<file path="config.mk">
export PLATFORM = sky130hd
export DESIGN_NAME = mem_arbiter
export DESIGN_NICKNAME = d
export VERILOG_FILES = /design/src/rtl/mem_arbiter.sv
export SDC_FILE = /design/constraint.sdc
export NUM_CORES = 1
export LEC_CHECK = 0
export CORE_MARGIN = 1
export CORE_UTILIZATION = 36
export CTS_CLUSTER_SIZE = 28
export DETAILED_ROUTE_END_ITERATION = 8
export MAX_ROUTING_LAYER = met4
export PLACE_DENSITY = 0.8
export SYNTH_ARGS = -nofsm -noshare
export SYNTH_HDL_FRONTEND = slang
export SYNTH_SLANG_ARGS = --single-unit
</file>
<file path="constraint.sdc">
create_clock -name clk_i -period 1.7 [get_ports clk_i]
set_clock_uncertainty 0.1 [all_clocks]
set_input_delay 0.34 -clock clk_i [delete_from_list [all_inputs] [get_ports clk_i]]
set_output_delay 0.34 -clock clk_i [all_outputs]
set_load 0.005 [all_outputs]
</file>
<file path="src/rtl/mem_arbiter.sv">
// Single-port memory arbiter: shares one fixed-latency memory between the fetch
// port and the load/store port, with data priority bounded by a starvation count.
module mem_arbiter #(
  parameter int unsigned ADDR_WIDTH  = 32,
  parameter int unsigned DATA_WIDTH  = 32,
  parameter int unsigned MEM_LATENCY = 3,
  parameter int unsigned MAX_IWAIT   = 4
) (
  input  logic                  clk_i,
  input  logic                  rst_i,
  input  logic                  if_req_i,
  input  logic [ADDR_WIDTH-1:0] if_addr_i,
  output logic                  if_gnt_o,
  output logic                  if_valid_o,
  output logic [DATA_WIDTH-1:0] if_data_o,
  input  logic                  d_req_i,
  input  logic                  d_we_i,
  input  logic [ADDR_WIDTH-1:0] d_addr_i,
  input  logic [DATA_WIDTH-1:0] d_wdata_i,
  output logic                  d_gnt_o,
  output logic                  d_valid_o,
  output logic [DATA_WIDTH-1:0] d_rdata_o,
  output logic                  mem_en_o,
  output logic                  mem_we_o,
  output logic [ADDR_WIDTH-1:0] mem_addr_o,
  output logic [DATA_WIDTH-1:0] mem_wdata_o,
  input  logic [DATA_WIDTH-1:0] mem_rdata_i
);

  localparam int unsigned LAT_W = $clog2(MEM_LATENCY + 1);
  localparam int unsigned STV_W = $clog2(MAX_IWAIT + 1);
  localparam logic [LAT_W-1:0] LAT_LOAD = LAT_W'(MEM_LATENCY - 1);
  localparam logic [STV_W-1:0] STV_MAX  = STV_W'(MAX_IWAIT);

  typedef enum logic [1:0] {
    IDLE   = 2'd0,
    BUSY_I = 2'd1,
    BUSY_D = 2'd2
  } state_t;

  state_t           state_q, state_d;
  logic [LAT_W-1:0] lat_q, lat_d;
  logic [STV_W-1:0] starve_q, starve_d;
  logic             store_q;
  logic             if_elig, d_elig;
  logic             grant_i, grant_d;
  logic             done;

  // Grant decision and next-state; a requester in its completion cycle is not eligible
  always_comb begin
    state_d  = state_q;
    lat_d    = lat_q;
    starve_d = starve_q;
    grant_i  = 1'b0;
    grant_d  = 1'b0;
    done     = 1'b0;
    if_elig  = if_req_i & ~if_valid_o;
    d_elig   = d_req_i & ~d_valid_o;
    case (state_q)
      IDLE: begin
        if (!rst_i) begin
          if (if_elig && d_elig) begin
            if (starve_q == STV_MAX) grant_i = 1'b1;
            else                     grant_d = 1'b1;
          end else begin
            grant_i = if_elig;
            grant_d = d_elig;
          end
        end
        if (grant_i) begin
          state_d  = BUSY_I;
          lat_d    = LAT_LOAD;
          starve_d = '0;
        end else if (grant_d) begin
          state_d = BUSY_D;
          lat_d   = LAT_LOAD;
          if (if_req_i && (starve_q != STV_MAX)) starve_d = starve_q + STV_W'(1);
        end
      end
      BUSY_I, BUSY_D: begin
        if (lat_q == '0) begin
          done    = 1'b1;
          state_d = IDLE;
        end else begin
          lat_d = lat_q - LAT_W'(1);
        end
      end
      default: state_d = IDLE;
    endcase
  end

  assign if_gnt_o = grant_i;
  assign d_gnt_o  = grant_d;

  // Access sequencing: address/data capture at grant, response capture at the last busy cycle
  always_ff @(posedge clk_i) begin
    if (rst_i) begin
      state_q     <= IDLE;
      lat_q       <= '0;
      starve_q    <= '0;
      store_q     <= 1'b0;
      if_valid_o  <= 1'b0;
      d_valid_o   <= 1'b0;
      mem_en_o    <= 1'b0;
      mem_we_o    <= 1'b0;
      mem_addr_o  <= '0;
      mem_wdata_o <= '0;
      if_data_o   <= '0;
      d_rdata_o   <= '0;
    end else begin
      state_q    <= state_d;
      lat_q      <= lat_d;
      starve_q   <= starve_d;
      if_valid_o <= done && (state_q == BUSY_I);
      d_valid_o  <= done && (state_q == BUSY_D);
      mem_we_o   <= grant_d & d_we_i;
      if (grant_i || grant_d) mem_en_o <= 1'b1;
      else if (done)          mem_en_o <= 1'b0;
      if (grant_i) begin
        mem_addr_o <= if_addr_i;
        store_q    <= 1'b0;
      end else if (grant_d) begin
        mem_addr_o  <= d_addr_i;
        mem_wdata_o <= d_wdata_i;
        store_q     <= d_we_i;
      end
      if (done && (state_q == BUSY_I))             if_data_o <= mem_rdata_i;
      if (done && (state_q == BUSY_D) && !store_q) d_rdata_o <= mem_rdata_i;
    end
  end

endmodule

</file>
==> impl_metrics.yaml, run 1 <==
critical_path:
  worst_setup_path_start_kind: "flop"
  r2r_end: "mem_addr_o[26]"
  worstSetupEndpointType: "primary output"
  crit_path_end: "if_gnt_o"
  worstSetupPathType: "reg -> out"
  rrSetupSlack_ns: -0.05
  crit_start: "starve_q[0]"
  r2r-start: "starve_q[0]"
  worst-r2r-cell-count: 7
  crit_chain: "inv_2 > ha_4 > and2_4 > o211ai_4 > inv_2 > buf_6"
  slowest_stage: "dfxtp_2"
  cp_slowest_stage_delay_ns: 0.34
  critPathMaxFanout: 3
  path_common_cell: "inv_2"
  worstPathArrival_ns: 1.48
  worstPathRequired_ns: 1.26
floorplanning:
  core_area_um2: 14530
  dieArea_um2: 15430
  start_util_pct: 37.01
  io_pins: 267
  dieWidth_um: 124.2
  rows: 44
  die_h_um: 124.2
grt:
  antenna_found_initial: 0
  grt_pass1_wl_mm: 25.96
  overflow: 0
  track_usage_pct: 21.68
  grt_pass1_vias: 5283
  grt_start_max_net_pins: 50
sta:
  max_freq_ghz: 0.5216
  post-route-period-util_pct: 112.8
  drv_slew: 0
  worstMarginPinSlew_ns: 0.5176
  final-setup-viol-count: 34
  final.setup.tns_ns: -1.009
  fin_ws_ns: -0.2172
  report.final.hold_viol_count: 0
  slew_headroom_pct: 65.50
  rsz0062_at_grt: "true"
  fin_crit_ns: 1.917
logic_synthesis:
  synth-seq-cells: 140
  syn_area_per_cell_um2: 8.391
  synth-seq-area-share_pct: 52.11
  synth_cell_types: 42
  ys.warnings.count: 0
  netlist_instances: 641
  synth_fp_nets: 780
  syn_area_um2: 5379
clock_tree:
  clockRootBuffer: "clkbuf_16"
  clk_path_buf_depth: 2
  path_clk_slew_ns: 0.05
  clock_latency_ns: 0.41
  h-tree-depth: 4
  cts_num_sinks: 140
  cts_tree: "built"
  numCtsBuffers: 17
power_and_ir_drop:
  pwr_density_cell_nw_per_um2: 960.3
  vdd_drop_max_v: 0.0006208
  leakage_uw: 0.004516
  p_total_uw: 8859
drt:
  drc: 0
  ant_nets: 0
  wl_mm: 16.38
  vias: 5472
  drtIter0Drc: 333
  vias_per_cell: 4.894
  drt-wirelength-per-cell_um: 14.65
  first_pass_iters: 4
placed_design:
  portBuffers: 266
  hpwlAfterDp_mm: 10.85
  gp_congestion: 0.7769
outcome:
  failed_checks: "setup timing"
  status: "finished with violations"
min_path:
  hold_class: "in -> reg"
layout:
  layout_commonest_cell: "nand2_1"
  fillerInstances: 1232
  area_growth_pct: 71.51
  final_cell_mix: "nand2_1 (198), clkdlybuf4s50_1 (141), dfxtp_1 (112)"
  nets: 1061
  drive_gt1_share_pct: 16.38
  diodes: 0
job:
  maxCapViolations: 0
worst max-delay path, delay by kind of cell, from the launching register on:
kind	cells	cell delay, ns
flip-flops	1	0.34
buffers and inverters	3	0.22
AO/OA/AOI/OAI	1	0.20
adder cells (fa/ha/maj)	1	0.16
AND/OR/NAND/NOR	1	0.16
repair_timing:
action	in CTS	in global routing
endpoints found under the setup margin	144	105
gates resized for setup	113	68
cloned	2	0
hold buffers	0	0
pin swaps	4	1
buffers inserted	3	3
metal layers:
metal	share of wire [%]	wire [um]	GRT usage (%)	vias to the layer above
li1	-	-	-	2702
met1	44	7173	25.67	2556
met2	49	8090	36.27	203
met3	5.8	944	5.560	11
met4	1.0	167	5.953	0
met5	0	0	-	-
sequential cells by signal, indices dropped and copies added (netlist names):
name         cells
store_q          1
if_data_o       32
d_rdata_o       32
state_q          2
d_valid_o        1
mem_we_o         1
mem_en_o         1
lat_q            2
mem_wdata_o     32
if_valid_o       1
starve_q         3
mem_addr_o      32
per-stage QoR:
step | worst slack, ns | util, % | hold slack [ns] | cell area, um2 | instances
floorplan | 0.003718 | - | 0.3437 | 5381 | 641
global placement | -0.4489 | 57.56 | 0.3405 | 8366 | 1080
detailed placement | -0.4607 | 57.56 | 0.3453 | 8366 | 1080
CTS | -0.2430 | 62.24 | 0.1396 | 9046 | 1115
global route | -0.2777 | 63.47 | 0.1526 | 9225 | 1118
finish | -0.2172 | 63.47 | 0.1657 | 9225 | 1118
worst min path at each step:
stage	start	endpoint	slack, ns	cells past startpoint
floorplan	lat_q[1]	lat_q[1]	0.34	2
global placement	mem_wdata_o[22]	mem_wdata_o[22]	0.34	2
detailed placement	d_rdata_o[30]	d_rdata_o[30]	0.35	2
CTS	rst_i	lat_q[0]	0.14	3
global route	rst_i	mem_en_o	0.15	3
finish	rst_i	lat_q[0]	0.17	3
report_power, final:
part	switching [uW]	leakage, uW	internal [uW]	total [uW]
logic	597	0.00306	785	1380
registers	87.1	0.00115	3460	3550
clock network	1400	0.000304	2530	3930
cells in the mapped netlist:
master       n  area [um2]
a311oi_1     1       8.760
xnor2_1      1       8.760
and3_1       1       6.260
and2b_4      2       20.02
nor2_1      39       146.4
inv_2        1       3.750
and2_1       2       12.51
buf_1        5       18.77
o31ai_1      1       7.510
dfxtp_1    140        2803
inv_1       10       37.54
o2111ai_4    1       26.28
o22ai_2      9       112.6
a21oi_2      3       26.28
buf_4        1       7.510
a21oi_4      1       16.27
clkbuf_1    13       48.80
o21ai_0      4       20.02
a211oi_1     1       7.510
buf_12       2       40.04
or3_1        1       6.260
a31o_2       1       8.760
nand3_1      2       10.01
o2111ai_1    1       8.760
nor3_1      16       80.08
nand2b_1     3       18.77
a21oi_1     99       495.5
or2_1        1       6.260
nand4_1      1       6.260
o22ai_1     23       143.9
nand2_1    199       747.0
buf_6        4       45.04
nor3_2      17       170.2
o211ai_2     2       25.02
nand2b_2     1       8.760
and2b_2      1       8.760
nor2b_1      1       6.260
ha_1         6       75.07
nor3b_1      1       7.510
buf_2       21       105.1
o211ai_1     1       7.510
mux2i_1      1       10.01
cells by family after synthesis:
group	count (synthesis)	share of synthesized area [%]
and+or+nand+nor	288	23.45
AOI/OAI and AO/OA	148	17.00
DFF	140	52.11
xor gates and xnor gates	1	0.1629
muxes	1	0.1861
adders and majority gates	6	1.396
buffers and inverters	57	5.699
cell type report:
class	instances	area, um2	area share (%)
tap	184	230.2	2.496
timing repair buffer	308	3152	34.17
inverter	11	41.29	0.4476
clock inverter	10	163.9	1.777
multi-input combinational	444	2340	25.36
clock buffer	21	460.4	4.991
sequential	140	2838	30.76
No activity file was read; power rests on OpenSTA's default activity.
==> inputs of run 2 (changes only) <==
--- a/config.mk
+++ b/config.mk
@@ -6,11 +6,12 @@
 export NUM_CORES = 1
 export LEC_CHECK = 0
 export CORE_MARGIN = 1
-export CORE_UTILIZATION = 36
+export CORE_UTILIZATION = 40
 export CTS_CLUSTER_SIZE = 28
 export DETAILED_ROUTE_END_ITERATION = 8
 export MAX_ROUTING_LAYER = met4
-export PLACE_DENSITY = 0.8
+export PLACE_DENSITY = 0.84
+export SLEW_MARGIN = 40
 export SYNTH_ARGS = -nofsm -noshare
 export SYNTH_HDL_FRONTEND = slang
 export SYNTH_SLANG_ARGS = --single-unit
==> constraint.sdc (replaced) <==
create_clock -name clk_i -period 2 [get_ports clk_i]
set_clock_uncertainty 0.1 [all_clocks]
set_input_delay 0.4 -clock clk_i [delete_from_list [all_inputs] [get_ports clk_i]]
set_output_delay 0.4 -clock clk_i [all_outputs]
set_load 0.005 [all_outputs]
==> impl_metrics.yaml, run 2 (same netlist as run 1, synthesis figures left out) <==
sta:
  fin_crit_ns: 1.984
  drv_slew: 0
  worstMarginPinSlew_ns: 0.7362
  slew_headroom_pct: 50.92
  max_freq_ghz: 0.5040
  final-setup-viol-count: 0
  timing.hold.ws_ns: 0.3508
  post-route-period-util_pct: 99.20
  rsz0062_at_grt: "true"
  report.final.hold_viol_count: 0
drt:
  ant_nets: 0
  drc: 0
  wl_mm: 15.81
  first_pass_iters: 4
  vias: 5346
  drtIter0Drc: 268
  drt-wirelength-per-cell_um: 14.40
  vias_per_cell: 4.869
placed_design:
  hpwlAfterDp_mm: 11.10
  portBuffers: 266
  dp.cells: 1059
  gp_congestion: 0.8348
critical_path:
  crit_start: "starve_q[0]"
  slowest_stage: "dfxtp_2"
  crit_chain: "inv_2 > ha_4 > and2_1 > o211ai_4 > inv_1 > buf_6"
  worst_setup_path_start_kind: "flop"
  cp_slowest_stage_delay_ns: 0.34
  worstPathRequired_ns: 1.50
  critPathMaxFanout: 3
  worstPathArrival_ns: 1.48
  r2r-start: "starve_q[0]"
  crit_buf_inv: 3
  critical_path.top_delay_family: "flip-flops"
  worstSetupEndpointType: "primary output"
  worstSetupPathType: "reg -> out"
min_path:
  timing.hold.worst.start: "d_rdata_o[12]"
  hold_class: "reg -> reg"
clock_tree:
  clockRootBuffer: "clkbuf_16"
  hold_buffers: 0
  h-tree-depth: 4
  cts_tree: "built"
  numCtsBuffers: 17
  path_clk_slew_ns: 0.06
  cts_num_sinks: 140
  clk_path_buf_depth: 2
  clock_latency_ns: 0.40
grt:
  overflow: 0
  grt_start_max_net_pins: 69
  track_usage_pct: 24.09
  grt_pass1_wl_mm: 25.81
  grt_pass1_vias: 5374
  antenna_found_initial: 0
outcome:
  status: "finished clean"
floorplanning:
  dieWidth_um: 118.0
  start_util_pct: 40.78
  io_pins: 267
  rows: 42
  dieArea_um2: 13910
  die_h_um: 118.0
  core_area_um2: 13190
layout:
  drive_gt1_share_pct: 12.26
  nets: 1049
  area_growth_pct: 66.29
  layout.cells.non_filler: 1098
  fillerInstances: 1073
  layout_commonest_cell: "clkdlybuf4s50_1"
  final_cell_mix: "clkdlybuf4s50_1 (262), nand2_1 (198), dfxtp_1 (136)"
  diodes: 0
power_and_ir_drop:
  pwr_density_cell_nw_per_um2: 829.0
  leakage_uw: 0.003237
  vdd_drop_max_v: 0.0004503
job:
  maxCapViolations: 0
run 2: power by group:
part	switching (uW)	internal [uW]	total [uW]
Sequential	77.1	2940	3020
Clock	1110	2110	3220
Combinational	490	689	1180
run 2: layout make-up:
class	instances	area [um2]	share of cell area (%)
timing repair buffer	296	2947	32.94
sequential	140	2808	31.39
multi-input combinational	444	2317	25.91
clock buffer	24	501.7	5.609
tap	176	220.2	2.462
clock inverter	7	110.1	1.231
inverter	11	41.29	0.4616
run 2: final timing paths:
path	to	slack [ns]	depth (start not counted)
hold / removal	d_rdata_o[12]	0.35	2
hold reg to reg	d_rdata_o[12]	0.35	2
setup reg to reg	mem_addr_o[26]	0.16	8
setup / recovery	if_gnt_o	0.02	6
run 2: metrics by stage:
stage | util (%) | TNS (ns) | setup WS [ns] | instance area (um2) | total power, uW
floorplan | - | 0 | 0.2304 | 5379 | 3550
global placement | 62.42 | -6.958 | -0.2975 | 8233 | 4206
detailed placement | 62.42 | -9.144 | -0.3219 | 8233 | 4228
CTS | 67.68 | -0.01415 | -0.01415 | 8927 | 7491
global route | 67.81 | -0.03901 | -0.03901 | 8945 | 7747
finish | 67.81 | 0 | 0.01596 | 8945 | 7416
run 2: per-layer routing:
metal / routed length [um] / share of wire, % / vias to the layer above / track usage, %
li1: - / - / 2663 / -
met1: 6671 / 42 / 2429 / 27.37
met2: 7755 / 49 / 218 / 40.07
met3: 930 / 5.9 / 36 / 5.814
met4: 450 / 2.8 / 0 / 10.90
met5: 0 / 0 / - / -
run 2: tightest hold or removal path: stages, from the launching register on:
cell and delay (ns):
dfxtp_1 0.30, nand2_1 0.05, a21oi_1 0.05
run 2: timing repair:
item | 4_1_cts | 5_1_grt
cloned | 0 | 0
buffers inserted | 5 | 3
gates resized for setup | 23 | 1
setup endpoints to repair | 2 | 2
pin swaps | 5 | 1
